--- src/rtl/mips_mem_pkg.sv ---
// Shared MIPS memory-side definitions.
// Holds the data-memory responder FSM state type, the machine word width and
// the byte-offset width of a word address, plus the address legality check
// used by the data-memory responder.
package mips_mem_pkg;

  localparam int WORD_W     = 32;
  localparam int BYTE_OFF_W = 2;

  typedef enum logic [1:0] {
    IDLE = 2'd0,
    WAIT = 2'd1,
    RESP = 2'd2
  } mem_state_e;

  // A byte address is illegal when it is not word aligned or when its word
  // index lies at or beyond the end of the array. The index comparison is
  // done on the full 30-bit word index, so high addresses never alias.
  function automatic logic addr_err(input logic [WORD_W-1:0] addr,
                                    input int unsigned       depth);
    logic [WORD_W-1:0] word_idx;
    word_idx = {{BYTE_OFF_W{1'b0}}, addr[WORD_W-1:BYTE_OFF_W]};
    return (addr[BYTE_OFF_W-1:0] != '0) || (word_idx >= depth);
  endfunction

endpackage

--- src/rtl/dmem_responder_if.sv ---
// Request/response bus between a data-memory initiator and dmem_responder.
//   req_valid/req_ready  : request handshake
//   req_write            : 1 = store word, 0 = load word
//   req_addr/req_wdata   : byte address and store data
//   resp_valid/resp_ready: response handshake
//   resp_rdata/resp_err  : load data (0 for stores/errors), error flag
// Modports: master = initiator side, slave = responder side.
interface dmem_responder_if;
  import mips_mem_pkg::*;

  logic              req_valid;
  logic              req_ready;
  logic              req_write;
  logic [WORD_W-1:0] req_addr;
  logic [WORD_W-1:0] req_wdata;
  logic              resp_valid;
  logic              resp_ready;
  logic [WORD_W-1:0] resp_rdata;
  logic              resp_err;

  modport master (
    output req_valid, req_write, req_addr, req_wdata, resp_ready,
    input  req_ready, resp_valid, resp_rdata, resp_err
  );

  modport slave (
    input  req_valid, req_write, req_addr, req_wdata, resp_ready,
    output req_ready, resp_valid, resp_rdata, resp_err
  );

endinterface

--- src/rtl/dmem_responder_ram_array.sv ---
// Word storage for the data-memory responder: DEPTH x WORD_W, one synchronous
// write port and one combinational read port. Contents are not reset.
// Ports:
//   clk   : write clock
//   we    : write enable
//   waddr : word index written on the rising edge when we=1
//   wdata : word written
//   raddr : word index read combinationally
//   rdata : word at raddr
module ram_array
  import mips_mem_pkg::*;
#(
  parameter int DEPTH = 64,
  parameter int AW    = (DEPTH > 1) ? $clog2(DEPTH) : 1
) (
  input  logic              clk,
  input  logic              we,
  input  logic [AW-1:0]     waddr,
  input  logic [WORD_W-1:0] wdata,
  input  logic [AW-1:0]     raddr,
  output logic [WORD_W-1:0] rdata
);

  logic [WORD_W-1:0] mem [DEPTH];

  always_ff @(posedge clk) begin
    if (we) mem[waddr] <= wdata;
  end

  assign rdata = mem[raddr];

endmodule

--- src/rtl/dmem_responder.sv ---
// Data-memory responder with a programmable number of wait states.
// One request is outstanding at a time: IDLE accepts, WAIT counts down the
// wait states, RESP presents the response until the initiator takes it.
// Misaligned or out-of-range addresses return resp_err=1 and never write.
// Ports:
//   clk   : sole clock, rising edge
//   reset : asynchronous, active-low reset
//   bus   : dmem_responder_if.slave request/response bus
// Parameters:
//   DEPTH       : number of 32-bit words held
//   WAIT_CYCLES : wait states between accept and response (0..15)
module dmem_responder
  import mips_mem_pkg::*;
#(
  parameter int DEPTH       = 64,
  parameter int WAIT_CYCLES = 2
) (
  input  logic             clk,
  input  logic             reset,
  dmem_responder_if.slave  bus
);

  localparam int AW = (DEPTH > 1) ? $clog2(DEPTH) : 1;
  localparam logic [3:0] WAIT_LOAD = (WAIT_CYCLES > 0) ? 4'(WAIT_CYCLES - 1) : 4'd0;

  mem_state_e        state_q, state_d;
  logic [3:0]        cnt_q, cnt_d;
  logic              lat_write_q;
  logic [WORD_W-1:0] lat_addr_q;
  logic [WORD_W-1:0] lat_wdata_q;
  logic [WORD_W-1:0] rdata_q;
  logic              err_q;

  logic              accept;
  logic              enter_resp;
  logic              cur_write;
  logic              cur_err;
  logic [WORD_W-1:0] cur_addr;
  logic [WORD_W-1:0] cur_wdata;
  logic [AW-1:0]     cur_idx;
  logic              ram_we;
  logic [WORD_W-1:0] ram_rdata;

  // req_ready is gated by reset itself so it reads 0 while reset is held.
  assign bus.req_ready  = (state_q == IDLE) && reset;
  assign bus.resp_valid = (state_q == RESP);
  assign bus.resp_rdata = rdata_q;
  assign bus.resp_err   = err_q;

  assign accept = bus.req_valid && bus.req_ready;

  // With zero wait states the response is formed on the accept edge, before
  // the latches hold anything, so the live bus values stand in for them.
  assign cur_write = (state_q == IDLE) ? bus.req_write : lat_write_q;
  assign cur_addr  = (state_q == IDLE) ? bus.req_addr  : lat_addr_q;
  assign cur_wdata = (state_q == IDLE) ? bus.req_wdata : lat_wdata_q;
  assign cur_err   = addr_err(cur_addr, DEPTH);
  assign cur_idx   = cur_addr[AW+BYTE_OFF_W-1:BYTE_OFF_W];

  // The only memory write is on the edge entering RESP, so a request
  // abandoned by reset in WAIT never reaches the array.
  assign ram_we = enter_resp && cur_write && !cur_err;

  ram_array #(
    .DEPTH (DEPTH),
    .AW    (AW)
  ) u_ram (
    .clk   (clk),
    .we    (ram_we),
    .waddr (cur_idx),
    .wdata (cur_wdata),
    .raddr (cur_idx),
    .rdata (ram_rdata)
  );

  always_comb begin
    state_d    = state_q;
    cnt_d      = cnt_q;
    enter_resp = 1'b0;
    unique case (state_q)
      IDLE: begin
        if (accept) begin
          if (WAIT_CYCLES == 0) begin
            state_d    = RESP;
            enter_resp = 1'b1;
          end else begin
            state_d = WAIT;
            cnt_d   = WAIT_LOAD;
          end
        end
      end
      WAIT: begin
        if (cnt_q == 4'd0) begin
          state_d    = RESP;
          enter_resp = 1'b1;
        end else begin
          cnt_d = cnt_q - 4'd1;
        end
      end
      RESP: begin
        if (bus.resp_ready) state_d = IDLE;
      end
      default: state_d = IDLE;
    endcase
  end

  always_ff @(posedge clk or negedge reset) begin
    if (!reset) begin
      state_q <= IDLE;
      cnt_q   <= 4'd0;
    end else begin
      state_q <= state_d;
      cnt_q   <= cnt_d;
    end
  end

  always_ff @(posedge clk or negedge reset) begin
    if (!reset) begin
      lat_write_q <= 1'b0;
      lat_addr_q  <= '0;
      lat_wdata_q <= '0;
      rdata_q     <= '0;
      err_q       <= 1'b0;
    end else begin
      if (accept) begin
        lat_write_q <= bus.req_write;
        lat_addr_q  <= bus.req_addr;
        lat_wdata_q <= bus.req_wdata;
      end
      if (enter_resp) begin
        err_q   <= cur_err;
        rdata_q <= (cur_write || cur_err) ? '0 : ram_rdata;
      end else if ((state_q == RESP) && bus.resp_ready) begin
        err_q   <= 1'b0;
        rdata_q <= '0;
      end
    end
  end

endmodule

--- src/flat_wrapper.sv ---
// flat-port wrapper written by rule: the top's interface ports become plain ports
module dmem_responder_flat import mips_mem_pkg::*;
#(
  parameter int DEPTH       = 64,
  parameter int WAIT_CYCLES = 2
)
  (clk, reset, bus_req_valid, bus_req_write, bus_req_addr, bus_req_wdata, bus_resp_ready, bus_req_ready, bus_resp_valid, bus_resp_rdata, bus_resp_err);
  dmem_responder_if bus_i ();
  input  logic clk;
  input  logic reset;
  input wire logic [$bits(bus_i.req_valid)-1:0] bus_req_valid;
  input wire logic [$bits(bus_i.req_write)-1:0] bus_req_write;
  input wire logic [$bits(bus_i.req_addr)-1:0] bus_req_addr;
  input wire logic [$bits(bus_i.req_wdata)-1:0] bus_req_wdata;
  input wire logic [$bits(bus_i.resp_ready)-1:0] bus_resp_ready;
  output wire logic [$bits(bus_i.req_ready)-1:0] bus_req_ready;
  output wire logic [$bits(bus_i.resp_valid)-1:0] bus_resp_valid;
  output wire logic [$bits(bus_i.resp_rdata)-1:0] bus_resp_rdata;
  output wire logic [$bits(bus_i.resp_err)-1:0] bus_resp_err;
  assign bus_i.req_valid = bus_req_valid;
  assign bus_i.req_write = bus_req_write;
  assign bus_i.req_addr = bus_req_addr;
  assign bus_i.req_wdata = bus_req_wdata;
  assign bus_i.resp_ready = bus_resp_ready;
  assign bus_req_ready = bus_i.req_ready;
  assign bus_resp_valid = bus_i.resp_valid;
  assign bus_resp_rdata = bus_i.resp_rdata;
  assign bus_resp_err = bus_i.resp_err;
  dmem_responder #(.DEPTH(DEPTH), .WAIT_CYCLES(WAIT_CYCLES)) u_core (.clk(clk), .reset(reset), .bus(bus_i));
endmodule
--- config.mk ---
export PLATFORM = sky130hd
export DESIGN_NAME = dmem_responder_flat
export DESIGN_NICKNAME = d
export VERILOG_FILES = /design/src/rtl/mips_mem_pkg.sv /design/src/rtl/dmem_responder_if.sv /design/src/rtl/dmem_responder_ram_array.sv /design/src/rtl/dmem_responder.sv /design/src/flat_wrapper.sv
export SDC_FILE = /design/constraint.sdc
export NUM_CORES = 2
export LEC_CHECK = 0
export BUFFER_PORTS_ARGS = -buffer_cell sky130_fd_sc_hd__buf_2
export CAP_MARGIN = 20
export CORE_UTILIZATION = 30
export DETAILED_ROUTE_END_ITERATION = 8
export PLACE_DENSITY = 0.46
export SLEW_MARGIN = 5
export SYNTH_ARGS = -nofsm -noshare
export SYNTH_HDL_FRONTEND = slang
export SYNTH_SLANG_ARGS = --single-unit
export TNS_END_PERCENT = 30
--- constraint.sdc ---
create_clock -name clk -period 4.6 [get_ports clk]
set_input_delay 0 -clock clk [delete_from_list [all_inputs] [get_ports clk]]
set_output_delay 0 -clock clk [all_outputs]
set_load 0.01 [all_outputs]
======== After elaboration in Yosys (flattened, before gate mapping) ========
Memory sizes are Yosys's and may differ from the RTL's.
Cells that the tools add are included.
Widths: inputs -> output; s select.
storage, ports and cells
  memories ................................ 1
  bits in registers ....................... 104
  output and inout port bits .............. 35
  word-level logic and storage cells ...... 50
  latch bits .............................. 0
  bits in writable memories ............... 2,048
  bits in read-only memories .............. 0
  input port bits ......................... 69
cells by class
  shifts and indexed selects .............. 0
  $lt $le $gt $ge ......................... 1
  multipliers ............................. 0
  reduce and logical (&&, ||, !) cells .... 15
  muxes and demuxes ....................... 19
  bitwise gates (word level) .............. 0
  equal/unequal tests ..................... 6
  $add $sub $neg .......................... 1
  div/mod/pow operators ................... 0
memory list
  memory            words  bits a word  read ports  clocked after memory_dff  wr ports  line                            RTL
  u_core.u_ram.mem  64     32           1           0                         1         dmem_responder_ram_array.sv:24  logic [WORD_W-1:0] mem [DEPTH];
operators by type and width
  cell                 count
  $mux 32              5
  $ge 30x7->1 const B  1
  $mux 4               2
  $pmux 4 s2           1
  $mux 1               7
  $mux 2               3
  $pmux 2 s3           1
  $reduce_and 3->1     2
  $reduce_bool 2->1    3
  $logic_and 1x1->1    5
  $logic_not 4->1      1
  $ne 2x1->1 const B   2
  $ne 2x2->1 const B   2
  $sub 4x1->4 const B  1
  $eq 2x1->1 const B   1
  $eq 2x2->1 const B   1
  $logic_not 2->1      1
  $logic_or 1x1->1     2
  $logic_not 1->1      1

======== Logic depth before layout (Yosys ltp) ========
  depth in word-level cells ............... 8
  gate-level depth with buffers ........... 12
  depth with buffers taken out ............ 9

======== Cells and area by module ========
A second synthesis with hierarchy kept.
second synthesis, totals
  cells, all modules ...................... 3,603
  area total of the unflattened synthesis .. 82,405.3 um2
modules (own cells, without submodules)
  module          area an instance (um2)  times used  cells each
  ram_array       77,874.7                1           3,292
  dmem_responder  4,530.6                 1           311

======== Worst setup path before layout ========
No wires, ideal clock.
  path type ............................... reg-to-reg
  from .................................... register u_core.state_q[0]
  to ...................................... memory u_core.u_ram.mem[45][0], enable pin
  required time ........................... 4.139 ns
  period minus slack after synthesis ...... 4.711 ns
  buffers on the path ..................... 4
  library setup time ...................... 0.461 ns
  data arrival time ....................... 4.250 ns
  cell stages (with the launch flop) ...... 9
  path slack .............................. -0.111 ns
  cell sequence ........................... dfrtp_1 -> buf_6 -> or3b_2 -> and2_1 -> buf_2 -> or2_2 -> buf_2 -> buf_1 -> nor3_1
between the ends
  longest elaborated chain between the ends .. 8
ends and longest elaborated chain
  item                                              line                                        RTL
  start, declared                                   dmem_responder.sv:26                        mem_state_e state_q, state_d;
  start signal, assigned                            dmem_responder.sv:112                       state_q <= state_d;
  $logic_not 2->1                                   dmem_responder.sv:54, dmem_responder.sv:55
  $mux 32                                           dmem_responder.sv:55                        assign cur_addr = (state_q == IDLE) ? bus.req_addr : lat_addr_q;
  $ge 30x7->1 or $reduce_bool 2->1 (tied branches)  mips_mem_pkg.sv:23                          return (addr[BYTE_OFF_W-1:0] != '0) || (word_idx >= depth);
  $logic_or 1x1->1                                  mips_mem_pkg.sv:23
  $logic_not 1->1                                   dmem_responder.sv:62                        assign ram_we = enter_resp && cur_write && !cur_err;
  $logic_and 1x1->1                                 dmem_responder.sv:62
  $mux 1                                            dmem_responder_ram_array.sv:27              if (we) mem[waddr] <= wdata;
  $mux 1 (implied by the code)                      dmem_responder_ram_array.sv:27
  end, declared                                     dmem_responder_ram_array.sv:24
Parallel ways exist; a longest one is shown, timed or not.

======== Final worst setup path ========
  from .................................... register u_core.state_q[0]
  to ...................................... register u_core.rdata_q[28], in the netlist u_core.bus.resp_rdata[28]
between the ends
  longest elaborated chain between the ends .. 7
ends and longest elaborated chain
  item                                              line                                        RTL
  $logic_not 2->1                                   dmem_responder.sv:54, dmem_responder.sv:55
  $mux 32                                           dmem_responder.sv:55
  $ge 30x7->1 or $reduce_bool 2->1 (tied branches)  mips_mem_pkg.sv:23
  $logic_or 1x1->1                                  mips_mem_pkg.sv:23
  $logic_or 1x1->1                                  dmem_responder.sv:132                       rdata_q <= (cur_write || cur_err) ? '0 : ram_rdata;
  $mux 32                                           dmem_responder.sv:132
  $mux 32                                           dmem_responder.sv:130                       if (enter_resp) begin
  end signal, assigned                              dmem_responder.sv:132
  end, declared                                     dmem_responder.sv:31                        logic [WORD_W-1:0] rdata_q;
Parallel ways exist; a longest one is shown, timed or not.
A chain may end at the register's enable or synchronous reset.

==> impl_metrics.ini <==
[outcome]
status = completed

[synthesis]
synth_top_family_by_area = compound AO/OA/AOI/OAI gates
ys_ff_latch = 2152
synth.yosys.seq_area_share_pct = 78.8
synthCells = 5296
synth_edf_count = 2048
synth_xor_area_share_pct = 0.0215
synthArstFlopShare_pct = 4.83
netlist_area_um2 = 81300
synth.area.top_cells = edfxtp_1 76%, o22ai_1 3.7%, nand2_1 3.7%, dfrtp_1 3.2%, a21oi_1 2.3%
muxShareOfSynthArea_pct = 0.640
synth_warnings = 0
yosysUniqueCellTypes = 82
synth_area_per_cell_um2 = 15.4
synthSimpleGateAreaFrac_pct = 7.22
synth_compound_area_share_pct = 11.0
synth_fa_ha_area_share_pct = 0.0154
synth_nets = 5366
yosys_most_used_dff = edfxtp_1
yosys.area.top_type = edfxtp_1
yosys.area.top_type_share_pct = 75.6

[clock_network]
cts_tree = yes
numCtsBuffers = 226
path_clk_slew_ps = 60
h-tree-depth = 4
clk-insertion-delay-late_ps = 890
clock_path_buffers = 3
cts_root_buffer = clkbuf_16
cts_sinks = 2152

[critical_path]
crit_fanout = 16
arrival_ps = 5110
critical_path_class = reg2reg
crit_cells = 9
r2r_end = u_core.bus.resp_rdata[28]
critical_path.max_stage_delay_ps = 1020
r2r.worst_path.cells = 9
cp-start-kind = register
cp_slowest_cell = a22oi_4
r2r_start = u_core.state_q[0]
r2r_slack_ps = 280
path_cells = buf_4 -> o21a_1 -> a22oi_4 -> buf_12 -> buf_4 -> o22a_1 -> o2111ai_1 -> a221o_1 -> o31ai_1
worst-path-buf-inv = 3
cp_top_family = compound AO/OA/AOI/OAI gates
worst_setup_path_end_kind = register
crit_required_ps = 5390
crit_top_cell = buf_4

[worst_hold_path]
min_to = u_core.bus.resp_rdata[30]
whs_path_depth = 5
min-delay-start = bus_resp_ready
min-delay-path-class = in2reg

[routing]
routed_via_density = 5.75
wl_per_cell_um = 35.7
drc = 0
vias = 55300
wirelength_mm = 344
drt_pass1_iterations = 7
antenna_left = 0
drt_iter0_drc = 8529

[run]
maxCapViolCount = 0

[global_routing]
grt.overflow.total = 0
grt_pass1_vias = 52100
grt_first_pass_wirelength_mm = 460
grt_start_max_net_pins = 107
grtUsageTotal_pct = 24.7
grt_antenna_before_repair = 20

[cells_and_area]
fillers = 25300
synthToLayoutAreaGrowth_pct = 21.2
nets = 5948
multi_input_area_um2 = 16000
register_area_um2 = 64100
drive_gt1_share_pct = 15.3

[floorplan]
io_pins = 104
die_area_um2 = 273000
die_y_um = 523
rows = 190
initial_core_util_pct = 30.3
core_area_um2 = 269000
die_w_um = 523

[place]
dp_slack_ps = 390
place.gp.congestion = 0.867
port_buffers = 103
dp_hpwl_mm = 198

[sta]
fin_skew_ps = 42.0
slew_headroom_pct = 20.3
layout_setup_ws_ps = 284
drv_slew = 0
finalCritPeriodShare_pct = 93.8
rsz0062_at_grt = false
fmax_mhz = 232
worst_pin_slew_ps = 1200
setup_viol = 0
hold_violations = 0
period_needed_ps = 4320

[power_and_ir_drop]
irDropWorstVdd_mv = 0.506
p_per_area_nw_per_um2 = 671
totalPowerFinal_mw = 66.2
p_leak_nw = 32.7
## layout by cell type (no fill, tap or decap), types with 10 or more instances in the layout
| master | synthesis | layout |
|---|---|---|
| nor4_1 | 83 | 83 |
| a22o_1 | 29 | 29 |
| a31oi_1 | 48 | 48 |
| nand3_1 | 81 | 81 |
| a22oi_1 | 59 | 59 |
| buf_4 | 40 | 276 |
| buf_2 | 182 | 103 |
| o221ai_1 | 44 | 44 |
| or4_1 | 23 | 23 |
| clkinv_2 | 0 | 39 |
| nand2_2 | 1 | 32 |
| nor2_1 | 199 | 162 |
| dlygate4sd3_1 | 0 | 241 |
| nor3_1 | 69 | 34 |
| a211oi_1 | 58 | 58 |
| o31ai_1 | 29 | 29 |
| o2111ai_1 | 11 | 11 |
| clkbuf_8 | 0 | 12 |
| o22a_1 | 14 | 14 |
| and3_1 | 40 | 39 |
| o21ai_0 | 69 | 69 |
| nor3_2 | 1 | 33 |
| a21oi_1 | 373 | 372 |
| buf_12 | 0 | 79 |
| nand2_1 | 792 | 755 |
| inv_1 | 16 | 16 |
| o41ai_1 | 15 | 15 |
| clkbuf_1 | 70 | 69 |
| nand4_1 | 10 | 10 |
| nor2_4 | 0 | 32 |
| bufinv_16 | 0 | 15 |
| o22ai_1 | 483 | 483 |
| dfrtp_1 | 104 | 104 |
| clkinv_1 | 0 | 39 |
| clkbuf_16 | 0 | 230 |
| mux2i_1 | 45 | 44 |
| edfxtp_1 | 2048 | 2048 |
| a32oi_1 | 41 | 41 |
## flip-flops by register name, summed over array words and instances (netlist names)
register	cells
u_core.u_ram.mem	2048
u_core.bus.resp_rdata	32
u_core.lat_addr_q	32
u_core.lat_wdata_q	32
u_core.cnt_q	4
u_core.state_q	2
u_core.bus.resp_err	1
u_core.lat_write_q	1
## synth_stat cells (5+ instances only)
master and number:
a21oi_1 373, a21o_1 10, edfxtp_1 2048, o31a_1 5
o21a_1 6, nand4_1 10, o21ai_0 69, nand2_1 792
inv_1 16, a221o_1 6, o22a_1 14, and2_1 7
a221oi_1 7, clkbuf_1 70, a22oi_1 59, mux2i_1 45
o41ai_1 15, a2111oi_0 8, nor2_1 199, dfrtp_1 104
buf_4 40, a22oi_4 7, o22ai_1 483, o221ai_1 44
o31ai_1 29, or4_1 23, buf_6 14, nand2b_1 12
or3_1 8, buf_1 42, buf_2 182, a22o_1 29
a32o_1 5, and3_1 40, nor2b_1 9, a31oi_1 48
a211o_1 6, nor3_1 69, nand3_1 81, o211ai_1 6
nor4_1 83, a211oi_1 58, a32oi_1 41, o2111ai_1 11
## cell families (layout without fill, tap and decap cells)
group | after synthesis | after routing
AND/OR/NAND/NOR | 1353 | 1353
AO/OA/AOI/OAI | 1374 | 1374
adder cells (fa/ha/maj) | 1 | 1
flip-flops | 2152 | 2152
other | 0 | 5
multiplexers | 50 | 50
buffers and inverters | 364 | 1144
XOR/XNOR | 2 | 2
## per-layer routing
layer | GRT usage, % | vias to the layer above | share of wire [%] | wire length (um)
met3 | 4.37 | 554 | 9.6 | 33000
met5 | 0 | - | 0.0032 | 11
li1 | - | 22100 | - | -
met1 | 34.1 | 29400 | 41 | 141000
met2 | 39.0 | 3273 | 46 | 157000
met4 | 8.50 | 2 | 3.7 | 12700
## layout make-up
cell class | instances | share of cell area (%)
Tap cell | 3552 | 4.51
Multi-Input combinational cell | 2780 | 16.3
Sequential cell | 2152 | 65.0
Clock inverter | 115 | 1.13
Antenna cell | 5 | 0.0127
Clock buffer | 311 | 6.27
Inverter | 16 | 0.0609
Timing Repair Buffer | 702 | 6.72
## worst max-delay path by stage
stage	startpoint	to	slack (ps)
floorplan	u_core.state_q[0]	u_core.u_ram.mem[46][0]	-110
global placement	u_core.state_q[0]	u_core.bus.resp_rdata[29]	370
detailed placement	u_core.state_q[0]	u_core.bus.resp_rdata[29]	390
CTS	u_core.state_q[0]	u_core.bus.resp_rdata[29]	370
global route	u_core.state_q[0]	u_core.bus.resp_rdata[29]	190
finish	u_core.state_q[0]	u_core.bus.resp_rdata[28]	280
## tightest hold or removal path, stage by stage
cell and delay, ps:
dlygate4sd3_1 520, buf_2 140, a21oi_4 230, nand2_1 130, nand3_1 60
## power breakdown
part | switching [mW] | total, mW | leakage (nW) | internal (mW)
clock network | 7.96 | 18.2 | 3.54 | 10.2
logic | 16.6 | 22.2 | 9.30 | 5.63
registers | 0.325 | 25.8 | 19.9 | 25.5
total | 24.9 | 66.2 | 32.7 | 41.3
## stage by stage
step / std cells / cell area [um2] / util, % / hold slack (ps) / setup TNS, ps
4_1_cts: 9628 / 98600 / 36.7 / 181 / 0
5_1_grt: 9629 / 98600 / 36.7 / 271 / 0
3_3_place_gp: 8953 / 88700 / 33.0 / 95.7 / 0
3_5_place_dp: 8960 / 88800 / 33.0 / 108 / 0
6_report: 9633 / 98600 / 36.7 / 260 / 0
2_1_floorplan: 5296 / 81400 / - / -296 / -96700
## timing repair
action,4_1_cts,5_1_grt
hold endpoints to repair,452,0
gates resized for setup,0,0
setup buffers,0,0
hold buffers,242,0
Power figures use the tool's default switching activity.
